==> src/rtl/store_buffer_pkg.sv <==
// Store buffer shared types: entry layout, sizing and byte-merge helper.
// Imported by the store buffer interface and top.
package store_buffer_pkg;

  localparam int SB_AW    = 32;
  localparam int SB_DEPTH = 4;
  localparam int SB_PTR_W = $clog2(SB_DEPTH);

  typedef struct packed {
    logic [SB_AW-3:0] addr;
    logic [31:0]      data;
    logic [3:0]       wstrb;
  } sb_entry_t;

  function automatic logic [31:0] merge_bytes(
    input logic [31:0] old_data,
    input logic [31:0] new_data,
    input logic [3:0]  mask
  );
    logic [31:0] r;
    r = old_data;
    for (int b = 0; b < 4; b++) begin
      if (mask[b]) r[8*b +: 8] = new_data[8*b +: 8];
    end
    return r;
  endfunction

endpackage

==> src/rtl/store_buffer_if.sv <==
// Store buffer bus bundle: core store port, memory drain port, load probe.
// master = core/memory side, slave = store buffer.
interface store_buffer_if
  import store_buffer_pkg::*;
#(
  parameter int AW = SB_AW
);

  logic          st_valid;
  logic          st_ready;
  logic [AW-1:0] st_addr;
  logic [31:0]   st_wdata;
  logic [3:0]    st_wmask;

  logic          mem_valid;
  logic          mem_ready;
  logic [AW-1:0] mem_addr;
  logic [31:0]   mem_wdata;
  logic [3:0]    mem_wstrb;

  logic [AW-1:0] ld_addr;
  logic          ld_hit;
  logic          sb_empty;

  modport master (
    output st_valid, st_addr, st_wdata, st_wmask,
    output mem_ready, ld_addr,
    input  st_ready, mem_valid, mem_addr,
    input  mem_wdata, mem_wstrb, ld_hit, sb_empty
  );

  modport slave (
    input  st_valid, st_addr, st_wdata, st_wmask,
    input  mem_ready, ld_addr,
    output st_ready, mem_valid, mem_addr,
    output mem_wdata, mem_wstrb, ld_hit, sb_empty
  );

endinterface

==> src/rtl/store_buffer.sv <==
// Store buffer: FIFO of aligned stores with tail merging, drained to memory.
// Provides word-granular load hit detection and an empty flag for fences.
module store_buffer
  import store_buffer_pkg::*;
#(
  parameter int DEPTH = SB_DEPTH,
  parameter int AW    = SB_AW
) (
  input  logic    clk,
  input  logic    resetn,
  store_buffer_if.slave sb
);

  localparam int PW = $clog2(DEPTH);
  localparam logic [PW:0] FULL = (PW+1)'(DEPTH);
  localparam logic [PW:0] TWO  = (PW+1)'(2);

  sb_entry_t ent [DEPTH];

  logic [PW-1:0] rd_ptr;
  logic [PW-1:0] wr_ptr;
  logic [PW-1:0] tail;
  logic [PW:0]   count;

  logic [AW-3:0] st_word;
  logic [AW-3:0] ld_word;
  logic          mrg;
  logic          do_st;
  logic          do_push;
  logic          do_merge;
  logic          do_pop;
  logic          hit;

  assign st_word = sb.st_addr[AW-1:2];
  assign ld_word = sb.ld_addr[AW-1:2];
  assign tail    = wr_ptr - PW'(1);

  // count >= 2 keeps the presented head out of merge reach
  assign mrg = (count >= TWO) && (st_word == ent[tail].addr);

  assign sb.st_ready  = (count != FULL) || mrg;
  assign sb.mem_valid = (count != '0);
  assign sb.sb_empty  = (count == '0);
  assign sb.mem_addr  = {ent[rd_ptr].addr, 2'b00};
  assign sb.mem_wdata = ent[rd_ptr].data;
  assign sb.mem_wstrb = ent[rd_ptr].wstrb;
  assign sb.ld_hit    = hit;

  assign do_st    = sb.st_valid && sb.st_ready
                 && (sb.st_wmask != 4'b0);
  assign do_merge = do_st && mrg;
  assign do_push  = do_st && !mrg;
  assign do_pop   = (count != '0) && sb.mem_ready;

  always_comb begin
    hit = 1'b0;
    for (int i = 0; i < DEPTH; i++) begin
      if (((PW+1)'(i) < count)
          && (ent[rd_ptr + PW'(i)].addr == ld_word))
        hit = 1'b1;
    end
  end

  always_ff @(posedge clk or negedge resetn) begin
    if (!resetn) begin
      rd_ptr <= '0;
      wr_ptr <= '0;
      count  <= '0;
    end else begin
      if (do_push) wr_ptr <= wr_ptr + PW'(1);
      if (do_pop)  rd_ptr <= rd_ptr + PW'(1);
      unique case ({do_push, do_pop})
        2'b10:   count <= count + (PW+1)'(1);
        2'b01:   count <= count - (PW+1)'(1);
        default: count <= count;
      endcase
    end
  end

  always_ff @(posedge clk) begin
    if (do_push) begin
      ent[wr_ptr].addr  <= st_word;
      ent[wr_ptr].data  <= sb.st_wdata;
      ent[wr_ptr].wstrb <= sb.st_wmask;
    end else if (do_merge) begin
      ent[tail].data  <= merge_bytes(ent[tail].data,
                                     sb.st_wdata,
                                     sb.st_wmask);
      ent[tail].wstrb <= ent[tail].wstrb | sb.st_wmask;
    end
  end

endmodule

==> src/flat_wrapper.sv <==
// flat-port wrapper written by rule: the top's interface ports become plain ports
module store_buffer_flat import store_buffer_pkg::*;
#(
  parameter int DEPTH = SB_DEPTH,
  parameter int AW    = SB_AW
)
  (clk, resetn, sb_st_valid, sb_st_addr, sb_st_wdata, sb_st_wmask, sb_mem_ready, sb_ld_addr, sb_st_ready, sb_mem_valid, sb_mem_addr, sb_mem_wdata, sb_mem_wstrb, sb_ld_hit, sb_sb_empty);
  store_buffer_if #(.AW(AW)) sb_i ();
  input  logic clk;
  input  logic resetn;
  input wire logic [$bits(sb_i.st_valid)-1:0] sb_st_valid;
  input wire logic [$bits(sb_i.st_addr)-1:0] sb_st_addr;
  input wire logic [$bits(sb_i.st_wdata)-1:0] sb_st_wdata;
  input wire logic [$bits(sb_i.st_wmask)-1:0] sb_st_wmask;
  input wire logic [$bits(sb_i.mem_ready)-1:0] sb_mem_ready;
  input wire logic [$bits(sb_i.ld_addr)-1:0] sb_ld_addr;
  output wire logic [$bits(sb_i.st_ready)-1:0] sb_st_ready;
  output wire logic [$bits(sb_i.mem_valid)-1:0] sb_mem_valid;
  output wire logic [$bits(sb_i.mem_addr)-1:0] sb_mem_addr;
  output wire logic [$bits(sb_i.mem_wdata)-1:0] sb_mem_wdata;
  output wire logic [$bits(sb_i.mem_wstrb)-1:0] sb_mem_wstrb;
  output wire logic [$bits(sb_i.ld_hit)-1:0] sb_ld_hit;
  output wire logic [$bits(sb_i.sb_empty)-1:0] sb_sb_empty;
  assign sb_i.st_valid = sb_st_valid;
  assign sb_i.st_addr = sb_st_addr;
  assign sb_i.st_wdata = sb_st_wdata;
  assign sb_i.st_wmask = sb_st_wmask;
  assign sb_i.mem_ready = sb_mem_ready;
  assign sb_i.ld_addr = sb_ld_addr;
  assign sb_st_ready = sb_i.st_ready;
  assign sb_mem_valid = sb_i.mem_valid;
  assign sb_mem_addr = sb_i.mem_addr;
  assign sb_mem_wdata = sb_i.mem_wdata;
  assign sb_mem_wstrb = sb_i.mem_wstrb;
  assign sb_ld_hit = sb_i.ld_hit;
  assign sb_sb_empty = sb_i.sb_empty;
  store_buffer #(.DEPTH(DEPTH), .AW(AW)) u_core (.clk(clk), .resetn(resetn), .sb(sb_i));
endmodule
==> config.mk <==
export PLATFORM = sky130hd
export DESIGN_NAME = store_buffer_flat
export DESIGN_NICKNAME = d
export VERILOG_FILES = /design/src/rtl/store_buffer_pkg.sv /design/src/rtl/store_buffer_if.sv /design/src/rtl/store_buffer.sv /design/src/flat_wrapper.sv
export SDC_FILE = /design/constraint.sdc
export NUM_CORES = 1
export LEC_CHECK = 0
export BUFFER_PORTS_ARGS = -buffer_cell sky130_fd_sc_hd__buf_2
export CORE_ASPECT_RATIO = 1.25
export CORE_UTILIZATION = 54
export DETAILED_ROUTE_END_ITERATION = 8
export PLACE_DENSITY = 0.87
export SLEW_MARGIN = 15
export SYNTH_ARGS = -nofsm -noshare
export SYNTH_HDL_FRONTEND = slang
export SYNTH_SLANG_ARGS = --single-unit
==> constraint.sdc <==
create_clock -name clk -period 5.3 [get_ports clk]
set_input_delay 0.795 -clock clk [delete_from_list [all_inputs] [get_ports clk]]
set_output_delay 0.795 -clock clk [all_outputs]
set_load 0.01 [all_outputs]
**Yosys cells after proc, flatten, opt, wreduce, memory -nomap -nowiden**

Memories as Yosys holds them, arrays and structs flattened.
Cells that the tools add are included.

- Flip-flop bits (word level): 7
- Bits in latches: 0
- Bits in writable memories: 264
- ROM bits: 0
- Input bits: 104
- Output and inout bits: 72
- Logic and storage cells: 67
- Memories: 1

Memory list:

| memory | words | width | rd ports | clocked after memory_dff | write ports | line | text |
|---|---|---|---|---|---|---|---|
| u_core.ent | 4 | 66 | 5 | 0 | 1 | store_buffer.sv:18 | `sb_entry_t ent [DEPTH];` |

- $add $sub $neg: 7
- $mul: 0
- Divide/modulo/power cells: 0
- $lt $le $gt $ge: 5
- Equal/unequal tests: 8
- Shift operators: 0
- Muxes and demuxes: 25
- Bitwise logic cells: 1
- Reduce and logical (&&, ||, !) cells: 17

Operators by type and width:

| operator | count |
|---|---|
| 30-bit == test | 5 |
| 8-bit 2-to-1 mux | 12 |
| 66-bit 2-to-1 mux | 1 |
| 66-bit OR reduction | 1 |
| 1-bit logical AND | 10 |
| 1-bit 2-to-1 mux | 9 |
| 1-bit by 3-bit < comparator with 1-bit output (first input constant) | 2 |
| 2-bit by 3-bit < comparator with 1-bit output (first input constant) | 2 |
| 3-bit case mux with 2 select lines | 1 |
| 2-bit by 1-bit adder with 2-bit output (second input constant) | 2 |
| 2-bit adder (second input constant) | 2 |
| 2-bit 2-to-1 mux | 2 |
| 4-bit OR | 1 |
| 4-bit nonzero test | 1 |
| 3-bit by 1-bit adder with 3-bit output (second input constant) | 1 |
| 3-bit by 2-bit >= comparator with 1-bit output (second input constant) | 1 |
| 3-bit logical NOT | 1 |
| 3-bit != test (second input constant) | 1 |
| 3-bit nonzero test | 1 |
| 3-bit by 1-bit subtractor with 3-bit output (second input constant) | 1 |
| 2-bit by 1-bit == test with 1-bit output (second input constant) | 1 |
| 2-bit == test (second input constant) | 1 |
| 2-bit nonzero test | 1 |
| 2-bit by 1-bit subtractor with 2-bit output (second input constant) | 1 |
| 2 further kinds | 2 |

**Logic depth before layout (Yosys ltp)**

An unclocked memory read counts as a cell.

- Depth in word-level cells: 13
- Mapped depth: 14

**Worst setup path after synthesis**

Ideal clock, no wire load.

- Path type: register -> register
- Start point: register u_core.wr_ptr[1]
- End point: memory u_core.ent[2][0] (netlist bit) (enable)
- Setup time: 482 ps
- Arrival time: 4874 ps
- Slack: -56 ps
- Stages on the path, launching flop included: 11
- Period minus slack after synthesis: 5356 ps
- Path through: dfrtp_1 > buf_6 > buf_12 > mux2_4 > a222oi_1 > nand2_1 > a2111oi_2 > nand4_1 > buf_6 > mux2i_1 > nor3b_1

- Word-level cells in the longest chain between the ends: 13
- Elaborated cells on any way between the ends: 18
- Those cells by class: 1 x add/sub; 1 x eq/ne; 7 x mux; 8 x reduce/logical; 1 x memory

Ends and longest elaborated chain:

| element | line | text |
|---|---|---|
| start: declaration | store_buffer.sv:21 | `logic [PW-1:0] wr_ptr;` |
| start signal: assignment | store_buffer.sv:70 | `if (do_push) wr_ptr <= wr_ptr + PW'(1);` |
| 2-bit by 1-bit subtractor with 2-bit output | store_buffer.sv:36 | `assign tail = wr_ptr - PW'(1);` |
| memory 4 x 66 bit | - |  |
| 30-bit == test | store_buffer.sv:39 | `assign mrg = (count >= TWO) && (st_word == ent[tail].addr);` |
| 1-bit logical AND | store_buffer.sv:39 |  |
| 1-bit logical OR | store_buffer.sv:41 | `assign sb.st_ready = (count != FULL) \|\| mrg;` |
| 1-bit logical AND | store_buffer.sv:49 | `assign do_st = sb.st_valid && sb.st_ready` |
| 1-bit logical AND | store_buffer.sv:50 | `&& (sb.st_wmask != 4'b0);` |
| 1-bit logical AND | store_buffer.sv:51 | `assign do_merge = do_st && mrg;` |
| 1-bit 2-to-1 mux | store_buffer.sv:85 | `end else if (do_merge) begin` |
| 1-bit 2-to-1 mux | store_buffer.sv:81 | `if (do_push) begin` |
| 1-bit 2-to-1 mux (not written as such) | store_buffer.sv:86, store_buffer.sv:89 |  |
| 66-bit OR reduction (no line) | - |  |
| 2-bit 2-to-1 mux (no line) | - |  |
| end: declaration | store_buffer.sv:18 |  |

Several ways; a longest one is shown, not always the timed one.

**Final worst setup path**

- Start point: register u_core.rd_ptr[1]
- End point: output port sb_ld_hit

- Word-level cells in the longest chain between the ends: 7
- Elaborated cells on any way between the ends: 16
- Those cells by class: 3 x add/sub; 4 x eq/ne; 4 x mux; 4 x reduce/logical; 1 x memory

Ends and longest elaborated chain:

| element | line | text |
|---|---|---|
| start: declaration | store_buffer.sv:20 | `logic [PW-1:0] rd_ptr;` |
| start signal: assignment | store_buffer.sv:71 | `if (do_pop) rd_ptr <= rd_ptr + PW'(1);` |
| 2-bit by 1-bit adder with 2-bit output / memory 4 x 66 bit (equally long branches) | - |  |
| memory 4 x 66 bit (*) | - |  |
| 30-bit == test / 1-bit logical AND (equally long branches) | store_buffer.sv:59 | `&& (ent[rd_ptr + PW'(i)].addr == ld_word))` |
| 1-bit logical AND / 1-bit 2-to-1 mux (equally long branches) | store_buffer.sv:59, store_buffer.sv:58 |  |
| 1-bit 2-to-1 mux (2 in series) | store_buffer.sv:58 | `if (((PW+1)'(i) < count)` |
| 1-bit 2-to-1 mux (*) | store_buffer.sv:58 |  |
| end: declaration | flat_wrapper.sv:22 | `output wire logic [$bits(sb_i.ld_hit)-1:0] sb_ld_hit;` |

Every way passes the cells marked *; elsewhere a longest branch is shown, timed or not.

==> out/qor.yml <==
outcome: "finished, final reports clean"
via_count: 10200
p_leak_nw: 6.45
critPathRequiredTime_ns: 4.51
syn2layout_area_growth_pct: 13.5
drt-initial-drc-count: 952
drc: 0
yosysSeqAreaShare: 0.496
insertion_delay_ns: 0.55
gp_congestion: 1.01
start_util: 0.553
grtUsageTotal: 0.269
viasPerCell: 6.58
finClkSkew_ns: 0.00923
finalSetupViolations: 0
synth_warnings: 0
cts_tree: "built"
grt_antenna_before_repair: 4
cts_sinks: 271
grt_pass1_wl_mm: 61.1
dieArea_sq_mm: 0.0309
whs_ns: 0.0695
max_stage_delay_ns: 1.01
r2r_slack_ns: 1.01
cp-end-kind: "output port"
relSlewSlack: 0.359
drtAntennaViolNets: 0
rows: 70
io_buffers: 169
path_clk_slew_ns: 0.06
ir_drop_uv: 417
r2r_cells: 9
dp.final_hpwl_mm: 28.2
power_density_mw_per_mm2: 569
path_cells: "buf_4 > mux4_2 > xor2_1 > nor2_1 > nand4_1 > a2111oi_0 > a311o_1 > buf_2"
worst_slew_pin_slew_ns: 0.962
io-pin-count: 176
yosysMostFrequentCell: "edfxtp_1"
crit_slowest_cell: "dfrtp_4"
cts_resized: 0
postCtsSetupBuffers: 0
clockBufferDepth: 3
final.min_clock_period_ns: 4.72
syn_area_per_cell_sq_um: 16.7
nNetsFinal: 1236
detail_route.wl_per_cell_um: 26.4
rsz0062_at_grt: "no"
postCtsHoldBufs: 0
cap_violations: 0
hold_viol: 0
coreArea_sq_mm: 0.0295
netlist_top_cells_area: "edfxtp_1, mux4_2, xor2_1, mux2i_1, xnor2_1"
netlist_area_sq_mm: 0.0163
setup.worst_path.start_class: "flip-flop"
dr.pass1.iters: 5
timing.rr.start: "u_core.wr_ptr[1]"
fmax_mhz: 212
fin_crit_sh: 0.891
timing.rr.end: "u_core.ent[3][16]"
worstHoldPathType: "in -> async"
die_x_um: 158
tns_ns: 0
grt_overflow: 0
final_util: 0.628
cts-root-buf: "clkbuf_16"
numCtsBuffers: 28
cp.arrival_ns: 3.93
grt_max_degree: 64
synth_top_area_cell: "edfxtp_1"
ys_types: 54
die_h_um: 196
drive_gt1_frac: 0.413
synth_top_area_frac: 0.486
synth_edf_count: 264
final_max_slew_viol_count: 0
synth_flop_cell: "edfxtp_1"
fin_total_pwr_mw: 10.5
synth_common_cells: "edfxtp_1, mux4_2, xor2_1"
ys_ff_latch: 271
syn_inst: 977
critPathMaxFanout: 63
htreeDepth: 1
worstSetupPathType: "reg -> out"
wl_mm: 40.9
final_cells: 1546
async_flop_share: 0.0258
grt_pass1_vias: 10500
place_inst: 1492
-- worst max-delay path by stage --
stage                     cells past startpoint             start           endpoint  slack [ns]
after global placement                        9  u_core.wr_ptr[1]  u_core.ent[3][10]        1.03
after detailed placement                      9  u_core.wr_ptr[1]   u_core.ent[3][8]        1.01
final                                         8  u_core.rd_ptr[1]          sb_ld_hit        0.58
after floorplan                              10  u_core.wr_ptr[1]   u_core.ent[0][0]        0.17
after global routing                          8  u_core.rd_ptr[1]          sb_ld_hit        0.50
after CTS                                     8  u_core.rd_ptr[1]          sb_ld_hit        0.59
-- layout by cell type (no fill, tap or decap), drive strengths merged, types with 17 or more instances in the layout --
cell type | netlist | final
nand4 | 19 | 19
xor2 | 86 | 86
nor4 | 21 | 21
mux2i | 54 | 54
mux4 | 187 | 187
nor2b | 24 | 24
buf | 50 | 195
clkbuf | 27 | 36
xnor2 | 60 | 60
edfxtp | 264 | 264
nor2 | 17 | 17
mux2 | 40 | 40
-- routing by layer --
metal	vias to the layer above	part of all wire	global-route usage
li1	4334	-	-
met1	5206	0.35	0.331
met2	544	0.51	0.455
met3	84	0.098	0.0644
met4	4	0.041	0.109
met5	-	0.00064	0
-- report_power, final --
part	internal, mW	switching, mW	total (mW)	leakage [nW]
Combinational	2.54	2.60	5.14	3.49
Clock	1.22	0.802	2.02	0.471
Sequential	2.83	0.543	3.37	2.49
-- per-stage QoR --
stage | instance area [sq um] | worst slack [ns]
after floorplan | 16300 | 0.167
after global placement | 17600 | 1.03
after global routing | 18500 | 0.495
after CTS | 18500 | 0.589
after detailed placement | 17600 | 1.01
final | 18500 | 0.577
-- critical path: cells and delay by family, from the launching register on --
kind | cells | cell delay [ns]
xor gates and xnor gates | 1 | 0.16
DFF | 1 | 1.01
buffers and inverters | 2 | 0.50
AOI/OAI and AO/OA | 2 | 0.78
and+or+nand+nor | 2 | 0.30
muxes | 1 | 0.53
-- flip-flops by register name, summed over array words and instances (netlist names) --
signal / count
u_core.wr_ptr: 2
u_core.rd_ptr: 2
u_core.count: 3
u_core.ent: 264
-- logic make-up after synthesis --
kind of cell,Yosys count,synth area share
buffers and inverters,86,0.0261
other,1,0.000230
AOI/OAI and AO/OA,61,0.0284
xor gates and xnor gates,146,0.0783
adders and majority gates,6,0.00460
and+or+nand+nor,125,0.0435
DFF,271,0.496
muxes,281,0.322
-- area by class of cell --
type | instances | area (sq um)
flip-flops and latches | 271 | 8120
clock inverters | 16 | 186
well taps | 396 | 495
diodes | 2 | 5.00
fillers | 2072 | 11000
inverters | 9 | 33.8
repair buffers | 195 | 1070
multi-input cells | 621 | 7850
clock buffers | 36 | 772
Power figures use the tool's default switching activity.
